$ cat src/rtl/cache_sim_pkg.sv
// Shared definitions for the cache simulator front end: command codes,
// address field widths, the trace record type and the legal-command filter.
package cache_sim_pkg;

    localparam logic [3:0] CMD_READ      = 4'd0;
    localparam logic [3:0] CMD_WRITE     = 4'd1;
    localparam logic [3:0] CMD_IFETCH    = 4'd2;
    localparam logic [3:0] CMD_INVAL     = 4'd3;
    localparam logic [3:0] CMD_SNOOP_REQ = 4'd4;
    localparam logic [3:0] CMD_CLEAR     = 4'd8;
    localparam logic [3:0] CMD_PRINT     = 4'd9;

    localparam int TAG_W    = 12;
    localparam int INDEX_W  = 14;
    localparam int OFFSET_W = 6;

    typedef struct packed {
        logic [3:0]  cmd;
        logic [31:0] addr;
    } trace_rec_t;

    typedef enum logic [1:0] {
        ST_IDLE       = 2'd0,
        ST_ISSUE      = 2'd1,
        ST_CLEAR_WAIT = 2'd2
    } seq_state_t;

    function automatic logic is_legal_cmd(input logic [3:0] cmd);
        logic legal_s;
        case (cmd)
            CMD_READ, CMD_WRITE, CMD_IFETCH, CMD_INVAL,
            CMD_SNOOP_REQ, CMD_CLEAR, CMD_PRINT: legal_s = 1'b1;
            default:                             legal_s = 1'b0;
        endcase
        return legal_s;
    endfunction

endpackage

$ cat src/rtl/sync_fifo.sv
// Single-clock FIFO with extra wrap bit on each pointer to tell full from empty.
module sync_fifo #(
    parameter int WIDTH = 36,
    parameter int DEPTH = 4
) (
    input  logic             clk,
    input  logic             rst_n,
    input  logic             push,
    input  logic             pop,
    input  logic [WIDTH-1:0] wdata,
    output logic [WIDTH-1:0] rdata,
    output logic             full,
    output logic             empty
);
    localparam int AW = $clog2(DEPTH);

    logic [WIDTH-1:0] mem_r [DEPTH];
    logic [AW:0]      wr_ptr_r;
    logic [AW:0]      rd_ptr_r;

    assign empty = (wr_ptr_r == rd_ptr_r);
    assign full  = (wr_ptr_r[AW] != rd_ptr_r[AW]) && (wr_ptr_r[AW-1:0] == rd_ptr_r[AW-1:0]);
    assign rdata = mem_r[rd_ptr_r[AW-1:0]];

    // Pointer advance; writes are blocked while full, reads while empty.
    always_ff @(posedge clk or negedge rst_n) begin
        if (!rst_n) begin
            wr_ptr_r <= '0;
            rd_ptr_r <= '0;
        end else begin
            if (push && !full) begin
                wr_ptr_r <= wr_ptr_r + (AW+1)'(1);
            end else begin
                wr_ptr_r <= wr_ptr_r;
            end
            if (pop && !empty) begin
                rd_ptr_r <= rd_ptr_r + (AW+1)'(1);
            end else begin
                rd_ptr_r <= rd_ptr_r;
            end
        end
    end

    // Storage array, written only on an accepted push.
    always_ff @(posedge clk) begin
        if (push && !full) begin
            mem_r[wr_ptr_r[AW-1:0]] <= wdata;
        end
    end

endmodule

$ cat src/rtl/trace_request_sequencer.sv
// Buffers trace records, filters illegal codes and issues one numbered
// request per handshake to the data cache, with a quiet period after clear-all.
module trace_request_sequencer
    import cache_sim_pkg::*;
#(
    parameter int DEPTH        = 4,
    parameter int CLEAR_CYCLES = 2
) (
    input  logic                clk,
    input  logic                rst_n,
    input  logic                in_valid,
    output logic                in_ready,
    input  logic [3:0]          in_cmd,
    input  logic [31:0]         in_addr,
    output logic                req_valid,
    input  logic                req_ready,
    output logic [3:0]          instruction,
    output logic [TAG_W-1:0]    tag,
    output logic [INDEX_W-1:0]  index,
    output logic [OFFSET_W-1:0] byte_offset,
    output logic [31:0]         iteration,
    output logic                print_stats,
    output logic [15:0]         drop_count,
    output logic                busy
);
    localparam int CNT_W = $clog2(CLEAR_CYCLES + 1);

    trace_rec_t       wr_rec_s;
    trace_rec_t       head_s;
    logic             fifo_full_s;
    logic             fifo_empty_s;
    logic             accept_s;
    logic             push_s;
    logic             load_s;
    logic             hs_s;
    seq_state_t       state_r;
    seq_state_t       state_nxt_s;
    logic [CNT_W-1:0] clr_cnt_r;
    logic [CNT_W-1:0] clr_cnt_nxt_s;
    logic [3:0]       instr_r;
    logic [31:0]      addr_r;
    logic [31:0]      iter_r;
    logic [15:0]      drop_r;

    assign accept_s = in_valid && !fifo_full_s;
    assign push_s   = accept_s && is_legal_cmd(in_cmd);
    assign wr_rec_s = '{cmd: in_cmd, addr: in_addr};
    assign hs_s     = (state_r == ST_ISSUE) && req_ready;

    sync_fifo #(
        .WIDTH ($bits(trace_rec_t)),
        .DEPTH (DEPTH)
    ) u_fifo (
        .clk   (clk),
        .rst_n (rst_n),
        .push  (push_s),
        .pop   (load_s),
        .wdata (wr_rec_s),
        .rdata (head_s),
        .full  (fifo_full_s),
        .empty (fifo_empty_s)
    );

    // Next-state logic; load_s pops the FIFO head into the request register.
    // The final quiet cycle may already load, so the gap is exactly CLEAR_CYCLES.
    always_comb begin
        state_nxt_s   = state_r;
        clr_cnt_nxt_s = clr_cnt_r;
        load_s        = 1'b0;
        case (state_r)
            ST_IDLE: begin
                if (!fifo_empty_s) begin
                    load_s      = 1'b1;
                    state_nxt_s = ST_ISSUE;
                end else begin
                    state_nxt_s = ST_IDLE;
                end
            end
            ST_ISSUE: begin
                if (!hs_s) begin
                    state_nxt_s = ST_ISSUE;
                end else if (instr_r == CMD_CLEAR) begin
                    state_nxt_s   = ST_CLEAR_WAIT;
                    clr_cnt_nxt_s = CNT_W'(CLEAR_CYCLES);
                end else if (!fifo_empty_s) begin
                    load_s      = 1'b1;
                    state_nxt_s = ST_ISSUE;
                end else begin
                    state_nxt_s = ST_IDLE;
                end
            end
            ST_CLEAR_WAIT: begin
                clr_cnt_nxt_s = clr_cnt_r - CNT_W'(1);
                if (clr_cnt_r != CNT_W'(1)) begin
                    state_nxt_s = ST_CLEAR_WAIT;
                end else if (!fifo_empty_s) begin
                    load_s      = 1'b1;
                    state_nxt_s = ST_ISSUE;
                end else begin
                    state_nxt_s = ST_IDLE;
                end
            end
            default: begin
                state_nxt_s   = ST_IDLE;
                clr_cnt_nxt_s = '0;
            end
        endcase
    end

    // State and quiet-period counter registers.
    always_ff @(posedge clk or negedge rst_n) begin
        if (!rst_n) begin
            state_r   <= ST_IDLE;
            clr_cnt_r <= '0;
        end else begin
            state_r   <= state_nxt_s;
            clr_cnt_r <= clr_cnt_nxt_s;
        end
    end

    // Request register: holds the presented record until the next load.
    always_ff @(posedge clk or negedge rst_n) begin
        if (!rst_n) begin
            instr_r <= 4'd0;
            addr_r  <= 32'd0;
        end else if (load_s) begin
            instr_r <= head_s.cmd;
            addr_r  <= head_s.addr;
        end else begin
            instr_r <= instr_r;
            addr_r  <= addr_r;
        end
    end

    // Iteration advances on every request handshake and wraps naturally.
    always_ff @(posedge clk or negedge rst_n) begin
        if (!rst_n) begin
            iter_r <= 32'd0;
        end else if (hs_s) begin
            iter_r <= iter_r + 32'd1;
        end else begin
            iter_r <= iter_r;
        end
    end

    // Saturating count of illegal codes taken at the input handshake.
    always_ff @(posedge clk or negedge rst_n) begin
        if (!rst_n) begin
            drop_r <= 16'd0;
        end else if (accept_s && !is_legal_cmd(in_cmd) && (drop_r != 16'hFFFF)) begin
            drop_r <= drop_r + 16'd1;
        end else begin
            drop_r <= drop_r;
        end
    end

    assign in_ready    = !fifo_full_s;
    assign req_valid   = (state_r == ST_ISSUE);
    assign instruction = instr_r;
    assign tag         = addr_r[31:20];
    assign index       = addr_r[19:6];
    assign byte_offset = addr_r[5:0];
    assign iteration   = iter_r;
    assign print_stats = hs_s && (instr_r == CMD_PRINT);
    assign drop_count  = drop_r;
    assign busy        = !fifo_empty_s || (state_r != ST_IDLE);

endmodule

$ cat config.mk
export PLATFORM = sky130hd
export DESIGN_NAME = trace_request_sequencer
export DESIGN_NICKNAME = d
export VERILOG_FILES = /design/src/rtl/cache_sim_pkg.sv /design/src/rtl/sync_fifo.sv /design/src/rtl/trace_request_sequencer.sv
export SDC_FILE = /design/constraint.sdc
export NUM_CORES = 1
export LEC_CHECK = 0
export ABC_CLOCK_PERIOD_IN_PS = 4700
export BUFFER_PORTS_ARGS = -buffer_cell sky130_fd_sc_hd__buf_2
export CAP_MARGIN = 20
export CORE_ASPECT_RATIO = 1.5
export CORE_MARGIN = 2
export CORE_UTILIZATION = 33
export DETAILED_ROUTE_END_ITERATION = 12
export GPL_ROUTABILITY_DRIVEN = 0
export PLACE_DENSITY_LB_ADDON = 0.08
export SLEW_MARGIN = 20
export SYNTH_ARGS = -nofsm -noshare
export SYNTH_HDL_FRONTEND = slang
export SYNTH_SLANG_ARGS = --single-unit
$ cat constraint.sdc
create_clock -name clk -period 4.7 [get_ports clk]
set_input_delay 0.94 -clock clk [delete_from_list [all_inputs] [get_ports clk]]
set_output_delay 0.94 -clock clk [all_outputs]
set_load 0.02 [all_outputs]
==> impl_results.md, run 1 <==
* Routed Antenna Nets at 0
* Buffers on Ports at 127
* CP top delay family: simple AND/OR/NAND/NOR gates
* Kind of critical path: reg2out
* Placed Area at 10500 sq um
* First-pass GRT wire length at 31.2 mm
* DP HPWL at 12.8 mm
* Unrepaired setup endpoints after global routing: no
* Core area at 28100 sq um
* CP arrival at 2.08 ns
* Share of cells above drive strength 1 at 36.8%
* Gates resized, CTS repair at 0
* Post-Layout Inst Area at 11300 sq um
* DRT Pass-1 Iters at 4
* Worst VDD drop at 298 uV
* Max-slew headroom at 36.8%
* Post CTS Setup Buffer Count at 0
* Dominant cells by area after synthesis: edfxtp_1, dfrtp_1, mux4_2, xnor2_1, mux2_2
* Crit-path max FO at 7
* Commonest cells in the synthesized netlist: edfxtp_1, dfrtp_1, xnor2_1
* Die height at 211 um
* Buf/Inv on CP at 2
* Sink Count at 238
* Power Density at 604 nW/um^2
* Fill count at 2606
* Leakage at 4.42 nW
* # DRC at 0
* Drt total wl at 19.8 mm
* # nets final at 731
* Final Hold Violating Endpoints at 0
* Die Area at 29900 sq um
* Hold Worst Slack at 0.457 ns
* Synthesized area at 9420 sq um
* Largest net degree at the start of global routing at 66
* Post-synth top area cell: edfxtp_1
* Layout area overhead at 19.9%
* Setup violation total in the final timing report at 0
* Post-Syn Nets at 582
* Via density at 4.83
* Worst-path clk slew at 0.06 ns
* Outcome: complete, no violations
* WL/cell at 18.9 um
* # diodes at 0
* Clock tree buffer depth at 3
* Synth Instances at 530
* Vias in the first global route at 5469
* Io pins at 128
* Iteration-0 DRC Markers at 179
* Total track usage at 13.6%
* Yosys warns at 0
* Setup TNS at 0 ns
* Minimum clock period at 3.02 ns
* Seq/Total Area, Yosys at 70.9%
* Synth Flop Type: edfxtp_1
* Starting density of the core at 33.6%
* Area occupied by multi-input gates at 2640 sq um
* CP max stage cell: dfrtp_1
* Final-report max-slew violation count at 0
* Setup WS pre-CTS at 1.18 ns
* Count leader, synth: edfxtp_1
* Yosys cell types at 47
* CTS Buf Count at 25
* Ys async rst share at 39.5%
* Hold buffers post-CTS at 0
* Final period util at 64.2%
* Initial antenna violation count at 1
* FF/Latch Area at 6680 sq um
* Via count at 5039
* Startpoint Class: register
* Clock root cell: clkbuf_16
* FF+latch count, synth at 238
* EDFF count, synth at 144
* Clk_lat worst skew at 0.53 ns
* Grt total ovfl at 0
* Max-Cap Viols at 0
* Fmax at 0.331 GHz
* Clock skew at 0.0243 ns
* CP required at 3.76 ns
* Max H-tree Level at 1
* CTS tree: built
* Least-Margin Pin Slew at 0.947 ns
* Delay of the slowest critical-path stage at 0.40 ns
* CP cell instances: inv_1, ha_1, and2_1, and4_1, buf_2
* Worst Setup End Kind: output port
* Final worst slack at 1.68 ns
* Tightest Hold Check Type: reg2reg
* Synth top area share at 45.9%
* Die X at 142 um
* Site row count at 75
* Synth Area per Inst at 17.8 sq um
[routing by layer]
layer,global-route usage (%),vias up,wire (um)
li1,-,2310,-
met1,16.0,2573,7870
met2,24.7,121,10500
met3,2.68,33,924
met4,4.52,2,449
met5,0,-,7
[power by group]
group          switching [W]  total [W]  internal (W)
sequential          0.000205    0.00285       0.00265
combinational        0.00114    0.00205      0.000908
clock               0.000809    0.00192       0.00111
[layout make-up]
cell class              instances  share of cell area (%)
well taps                     346                    3.83
clock buffers                  30                    5.80
repair buffers                136                    6.25
clock inverters                16                    1.26
multi-input cells             268                    23.4
inverters                      10                   0.332
flip-flops and latches        238                    59.1
[registers in the layout, indices dropped and copies added (netlist names)]
register / cells
state_r: 2
instruction: 4
clr_cnt_r: 2
drop_count: 16
iteration: 32
u_fifo.mem_r: 144
u_fifo.rd_ptr_r: 3
addr_r: 32
u_fifo.wr_ptr_r: 3
[metrics by stage]
step | cells | utilization (%) | total power (W)
after floorplan | 530 | - | 0.00437
after global placement | 998 | 37.4 | 0.00498
after detailed placement | 998 | 37.4 | 0.00503
after CTS | 1044 | 40.2 | 0.00699
after global routing | 1044 | 40.2 | 0.00722
final | 1044 | 40.2 | 0.00682
[worst reg2reg max path: cells and delay by family (launching register included)]
family | cells | cell delay [ns]
muxes | 1 | 0.43
AOI/OAI and AO/OA | 1 | 0.82
DFF | 1 | 0.40
xor gates and xnor gates | 1 | 0.27
and+or+nand+nor | 1 | 0.50
[worst paths after layout]
check | startpoint | endpoint | slack [ns] | depth (start not counted)
max in group asynchronous | rst_n | addr_r[14]$_DFFE_PN0P_ | 3.19 | 2
worst max-delay path | state_r[1]$_DFF_PN0_ | print_stats | 1.68 | 5
worst max register to register | u_fifo.rd_ptr_r[2]$_DFFE_PN0P_ | addr_r[22]$_DFFE_PN0P_ | 2.14 | 4
min in group asynchronous | rst_n | iteration[19]$_DFFE_PN0P_ | 0.56 | 1
worst min register to register | iteration[31]$_DFFE_PN0P_ | iteration[31]$_DFFE_PN0P_ | 0.46 | 1
worst min-delay path | iteration[31]$_DFFE_PN0P_ | iteration[31]$_DFFE_PN0P_ | 0.46 | 1
[kinds of logic (layout without fill, tap and decap cells)]
group           count (synthesis)  in the layout  synth area share (%)
simple gates                  112            112                  7.04
compound gates                 17             17                  1.21
xor+xnor                       51             51                  4.74
flops                         238            238                  70.9
fa+ha+maj                      12             12                  1.59
buf+inv                        24            192                  1.17
mux                            76             76                  13.4
[cells in the final DEF, fill, tap and decap left out, types with 10 or more instances in the layout]
master     count
inv_1         10
nand2_1       25
mux4_2        36
xor2_1        14
nor2_1        16
nand3_1       14
buf_4         10
mux2_2        24
edfxtp_1     144
nand4_1       14
buf_2        126
clkbuf_16     25
dfrtp_1       92
xnor2_1       37
mux2_1        15
ha_1          12
Power figures use the tool's default switching activity.
==> run 2: changes to the inputs <==
--- a/config.mk
+++ b/config.mk
@@ -5,7 +5,7 @@
 export SDC_FILE = /design/constraint.sdc
 export NUM_CORES = 1
 export LEC_CHECK = 0
-export ABC_CLOCK_PERIOD_IN_PS = 4700
+export ABC_CLOCK_PERIOD_IN_PS = 2500
 export BUFFER_PORTS_ARGS = -buffer_cell sky130_fd_sc_hd__buf_2
 export CAP_MARGIN = 20
 export CORE_ASPECT_RATIO = 1.5
==> constraint.sdc (replaced) <==
create_clock -name clk -period 2.5 [get_ports clk]
set_input_delay 0.5 -clock clk [delete_from_list [all_inputs] [get_ports clk]]
set_output_delay 0.5 -clock clk [all_outputs]
set_load 0.02 [all_outputs]
==> run 2 against run 1 <==
Compared with the run above:
- non-clock buffer count up 9
- power increased by 92%
- cell area is 1.2% higher
- critical path type unchanged
==> impl_results.md, run 2 (same netlist as run 1, synthesis figures left out) <==
* Fmax at 0.418 GHz
* Final period util at 95.8%
* Setup violation total in the final timing report at 0 (unchanged)
* Reg2reg start: state_r[1]$_DFF_PN0_
* Share of cells above drive strength 1 at 37.3% (+0.43 points)
* Site row count at 75 (unchanged)
* Crit-path max FO at 6 (-1)
* Vias in the first global route at 5552 (+1.5%)
* Least-Margin Pin Slew at 0.604 ns (-0.344 ns)
* Most common cell after layout, fill and taps aside: edfxtp_1
* Worst Setup End Kind: output port
* Clock skew at 0.00614 ns (-0.0181 ns)
* Sink Count at 238 (unchanged)
* Max H-tree Level at 1 (unchanged)
* DP Cell Count at 1007 (+0.90%)
* Hold Worst Slack at 0.0421 ns (-0.415 ns)
* Routed Antenna Nets at 0 (unchanged)
* WL/cell at 18.8 um (-0.47%)
* Clk_lat worst skew at 0.52 ns (about the same)
* Max reg flops at 144 (unchanged)
* Worst VDD drop at 742 uV (+150%)
* Layout Cells excl Fill at 1052 (+0.77%)
* Leakage at 4.49 nW (+1.5%)
* Tightest Hold Check Type: in2async
* Total track usage at 13.6% (+0.077 points)
* RR Endpoint: iteration[22]$_DFFE_PN0P_
* Area occupied by multi-input gates at 2650 sq um (+0.47%)
* Iteration-0 DRC Markers at 154 (-14%)
* Largest net degree at the start of global routing at 95 (+44%)
* Final worst slack at 0.106 ns (-1.57 ns)
* # nets final at 740 (+1.2%)
* First-pass GRT wire length at 31.4 mm (+0.80%)
* Max-Cap Viols at 0 (unchanged)
* CTS tree: built
* FF-to-FF path depth at 7 (+3)
* Outcome: complete, no violations
* Starting density of the core at 33.6% (unchanged)
* R2r setup slk at 0.32 ns (-1.82 ns)
* CTS Buf Count at 25 (unchanged)
* Minimum clock period at 2.39 ns
* Die height at 211 um (unchanged)
* Final-report max-slew violation count at 0 (unchanged)
* Via count at 5068 (+0.58%)
* Die Area at 29900 sq um (unchanged)
* CP arrival at 1.89 ns (-0.19 ns)
* Layout area overhead at 21.4%
* Die X at 142 um (unchanged)
* Core area at 28100 sq um (unchanged)
* Drt total wl at 19.8 mm (+0.29%)
* # diodes at 0 (unchanged)
* Fill count at 2585 (-0.81%)
* Grt total ovfl at 0 (unchanged)
* Initial antenna violation count at 1 (unchanged)
* Clock tree buffer depth at 3 (unchanged)
* Power Density at 1150 nW/um^2 (+90%)
* Clock root cell: clkbuf_16
* Kind of critical path: reg2out
* Final Hold Violating Endpoints at 0 (unchanged)
* FF/Latch Area at 6680 sq um (unchanged)
* Io pins at 128 (unchanged)
* Via density at 4.82 (-0.19%)
* DRT Pass-1 Iters at 4 (unchanged)
* DP HPWL at 12.4 mm (-3.4%)
* Most frequent cells in the layout: edfxtp_1, buf_2, dfrtp_1
* Max-slew headroom at 59.8% (+23 points)
* Startpoint Class: register
* Setup WS pre-CTS at 0.173 ns (-1.01 ns)
* Buffers on Ports at 127 (unchanged)
* Worst-path clk slew at 0.06 ns (about the same)
* # DRC at 0 (unchanged)
* CP required at 2.00 ns (-1.76 ns)
run 2: critical path: stages (launching register included):
cell     delay, ns
dfrtp_1       0.40
inv_1         0.13
ha_4          0.18
and2_1        0.14
buf_4         0.14
and4_1        0.21
buf_2         0.17
run 2: area by class of cell:
cell class	count	area share [%]
Tap cell	346	3.79
Inverter	10	0.328
Clock inverter	18	1.43
Timing Repair Buffer	145	7.20
Clock buffer	27	5.63
Sequential cell	238	58.4
Multi-Input combinational cell	268	23.2
run 2: how the worst max path moves through the flow:
| stage | start | end | slack (ns) |
|---|---|---|---|
| 4_1_cts | state_r[1]$_DFF_PN0_ | print_stats | 0.04 |
| 3_5_place_dp | state_r[1]$_DFF_PN0_ | iteration[22]$_DFFE_PN0P_ | 0.17 |
| 2_1_floorplan | in_cmd[0] | u_fifo.mem_r[3][0]$_DFFE_PP_ | 0.20 |
| 6_report | state_r[1]$_DFF_PN0_ | print_stats | 0.11 |
| 3_3_place_gp | state_r[1]$_DFF_PN0_ | iteration[22]$_DFFE_PN0P_ | 0.22 |
| 5_1_grt | state_r[1]$_DFF_PN0_ | print_stats | -0.0004 |
run 2: per-stage QoR:
stage / instance area (sq um) / TNS, ns / total power [W] / util, %
5_1_grt: 11400 / -0.000359 / 0.0139 / 40.7
3_5_place_dp: 10600 / 0 / 0.00964 / 37.8
6_report: 11400 / 0 / 0.0131 / 40.7
2_1_floorplan: 9430 / 0 / 0.00822 / -
3_3_place_gp: 10600 / 0 / 0.00956 / 37.8
4_1_cts: 11400 / 0 / 0.0134 / 40.7
run 2: report_power, final:
| part | total (W) | internal [W] | switching [W] |
|---|---|---|---|
| Sequential | 0.00541 | 0.00498 | 0.000427 |
| Combinational | 0.00401 | 0.00185 | 0.00217 |
| Clock | 0.00367 | 0.00216 | 0.00151 |
| Total | 0.0131 | 0.00899 | 0.00411 |
run 2: layer usage:
metal	up-vias	GRT usage (%)	routed length, um	part of all wire [%]
li1	2331	-	-	-
met1	2580	16.4	8140	41
met2	117	24.7	10300	52
met3	38	2.38	833	4.2
met4	2	4.59	502	2.5
met5	-	0	7	0.035
run 2: repair_timing:
| item | 4_1_cts | 5_1_grt |
|---|---|---|
| cloned | 0 | 0 |
| gates resized for setup | 1 | 1 |
| hold buffers | 0 | 0 |
| endpoints found under the setup margin | 1 | 1 |
| endpoints found under the hold margin | 0 | 0 |
| buffers inserted | 0 | 0 |
==> run 3: changes to the inputs <==
--- a/config.mk
+++ b/config.mk
@@ -8,12 +8,12 @@
 export ABC_CLOCK_PERIOD_IN_PS = 2500
 export BUFFER_PORTS_ARGS = -buffer_cell sky130_fd_sc_hd__buf_2
 export CAP_MARGIN = 20
-export CORE_ASPECT_RATIO = 1.5
 export CORE_MARGIN = 2
-export CORE_UTILIZATION = 33
+export CORE_UTILIZATION = 48
 export DETAILED_ROUTE_END_ITERATION = 12
 export GPL_ROUTABILITY_DRIVEN = 0
 export PLACE_DENSITY_LB_ADDON = 0.08
+export RECOVER_POWER = 25
 export SLEW_MARGIN = 20
 export SYNTH_ARGS = -nofsm -noshare
 export SYNTH_HDL_FRONTEND = slang
==> run 3 against run 2 <==
Compared with the run above:
- sequential power barely moved
- via count down 0.37%
- sequential share of layout area up 0.52 points
- count of clock-buffer cells in the layout is the same
- sequential cell count unchanged
- critical path depth unchanged
- critical path type unchanged
- setup slack improved by 0.065 ns
- non-clock buffer count is 2 higher
- combinational power fell by 2%
- core utilization rose by 18 points
- cell count decreased by 7.6%
- register-to-register slack about the same
==> impl_results.md, run 3 (same netlist as run 1, synthesis figures left out) <==
* Initial antenna violation count at 0 (-1)
* Final-report max-slew violation count at 0 (unchanged)
* Post CTS Setup Buffer Count at 0 (unchanged)
* Clock tree buffer depth at 3 (unchanged)
* Outcome: complete, no violations
* Die Area at 20800 sq um (-31%)
* # diodes at 0 (unchanged)
* Max-Cap Viols at 0 (unchanged)
* Worst-path clk slew at 0.06 ns (about the same)
* Site row count at 51 (-32%)
* R2r setup slk at 0.31 ns (about the same)
* Sw frac at 30.5% (-0.87 points)
* Share of cells above drive strength 1 at 32.8% (-4.4 points)
* Buf/Inv on CP at 3 (unchanged)
* Clock root cell: clkbuf_16
* Die X at 144 um (+1.5%)
* Total track usage at 17.3% (+3.6 points)
* Max reg flops at 144 (unchanged)
* Tightest Hold Check Type: in2reg
* Most common cell after layout, fill and taps aside: edfxtp_1
* CTS Buf Count at 24 (-4.0%)
* First-pass GRT wire length at 27.5 mm (-13%)
* Core area at 19300 sq um (-31%)
* Placed Area at 10500 sq um (-0.88%)
* CP arrival at 1.83 ns (-0.06 ns)
* Fraction of power consumed by sequential logic at 41.4% (about the same)
* CTS tree: built
* Busiest layer in global routing: met2
* Least-Margin Pin Slew at 0.573 ns (-0.0302 ns)
* Gate power share at 30.2% (-0.4 points)
* CP required at 2.00 ns (about the same)
* Most frequent cells in the layout: edfxtp_1, dfrtp_1, buf_2
* Met1 usage at 23.1% (+6.7 points)
* Clk_lat worst skew at 0.51 ns (about the same)
* Setup TNS at 0 ns (unchanged)
* Unrepaired setup endpoints after global routing: no
* DRT Pass-1 Iters at 4 (unchanged)
* Io pins at 128 (unchanged)
* Startpoint Class: register
* Overall Power at 0.0130 W (-0.53%)
* Die height at 144 um (-32%)
* Largest net degree at the start of global routing at 52 (-45%)
* Fmax at 0.429 GHz (+2.8%)
* Routing usage on met3 at 3.28% (+0.90 points)
* CP top delay family: buffers and inverters
* # nets final at 741 (+0.14%)
* Worst VDD drop at 618 uV (-17%)
* Max-slew headroom at 61.8% (+2.0 points)
* Final Hold Violating Endpoints at 0 (unchanged)
* Minimum clock period at 2.33 ns (-0.0651 ns)
* CP max stage cell: dfrtp_1
* WL/cell at 18.1 um (-3.7%)
* Grt total ovfl at 0 (unchanged)
* Sink Count at 238 (unchanged)
* Core Util, Final at 58.6% (+18 points)
* Vias in the first global route at 5148 (-7.3%)
* Internal power at 0.00905 W (+0.73%)
* Delay of the slowest critical-path stage at 0.40 ns (about the same)
* Power Density at 1150 nW/um^2 (+0.35%)
* CP cell instances: inv_1, ha_4, and2_1, buf_4, and4_1, buf_2
* Setup violation total in the final timing report at 0 (unchanged)
* Kind of critical path: reg2out
* DP Cell Count at 927 (-7.9%)
* Leakage at 4.40 nW (-1.9%)
* Switching power at 0.00397 W (-3.3%)
* Layout Cells excl Fill at 972 (-7.6%)
* Starting density of the core at 48.7% (+15 points)
* Final period util at 93.2% (-2.6 points)
* Layout area overhead at 20.3%
* Buffers on Ports at 127 (unchanged)
* Iteration-0 DRC Markers at 202 (+31%)
* DP HPWL at 11.5 mm (-7.2%)
* Met2 GRT Util at 29.3% (+4.7 points)
* Worst Setup End Kind: output port
* Post-Layout Inst Area at 11300 sq um (-0.88%)
* Max H-tree Level at 1 (unchanged)
* Crit-path max FO at 6 (unchanged)
* Via count at 5049 (-0.37%)
* Routed Antenna Nets at 0 (unchanged)
* # DRC at 0 (unchanged)
* Clock skew at 0.0103 ns (+0.00417 ns)
* Part of the power in the clock network at 28.4% (+0.3 points)
* Drt total wl at 17.6 mm (-11%)
* Via density at 5.19 (+7.8%)
## run 3: cell type report
| class | count | area [sq um] |
|---|---|---|
| multi-input cells | 268 | 2660 |
| clock inverters | 17 | 198 |
| flip-flops and latches | 238 | 6680 |
| fillers | 1543 | 8000 |
| clock buffers | 27 | 633 |
| well taps | 265 | 332 |
| inverters | 10 | 37.5 |
| repair buffers | 147 | 796 |
## run 3: worst reg2reg max path, delay by kind of cell (launching register included)
| family | cells | cell delay [ns] |
|---|---|---|
| and+or+nand+nor | 4 | 1.24 |
| DFF | 1 | 0.40 |
| adders and majority gates | 1 | 0.17 |
| buffers and inverters | 1 | 0.12 |
| xor gates and xnor gates | 1 | 0.15 |
## run 3: what timing repair did
item / CTS / global route
setup endpoints to repair: 0 / 3
resized for setup: 0 / 3
hold endpoints to repair: 26 / 0
hold buffers: 1 / 0
## run 3: power by group through the flow
stage | combinational [W] | sequential (W) | clock, W
after floorplan | 0.00234 | 0.00588 | 0
after global placement | 0.00395 | 0.00544 | 0
after detailed placement | 0.00403 | 0.00547 | 0
after CTS | 0.00404 | 0.00540 | 0.00379
after global routing | 0.00429 | 0.00548 | 0.00395
final | 0.00393 | 0.00540 | 0.00370
## run 3: metrics by stage
step,setup slack (ns),hold WS (ns)
2_1_floorplan,0.203,0.204
3_3_place_gp,0.335,0.454
3_5_place_dp,0.223,0.453
4_1_cts,0.0270,0.185
5_1_grt,0.0435,0.249
6_report,0.171,0.248
## run 3: layer usage
metal,share of wire [%],vias to the layer above
li1,-,2334
met1,43,2564
met2,50,127
met3,5.8,24
met4,1.5,0
met5,0,-
## run 3: final timing paths
kind                                           startpoint                            end  cells after the start
worst max-delay path                 state_r[1]$_DFF_PN0_                    print_stats                      6
min in group asynchronous                           rst_n          addr_r[3]$_DFFE_PN0P_                      2
worst max register to register       state_r[1]$_DFF_PN0_      iteration[22]$_DFFE_PN0P_                      7
max in group asynchronous                           rst_n         addr_r[10]$_DFFE_PN0P_                      3
worst min-delay path                          in_addr[20]  u_fifo.mem_r[2][20]$_DFFE_PP_                      1
worst min register to register  iteration[31]$_DFFE_PN0P_      iteration[31]$_DFFE_PN0P_                      1
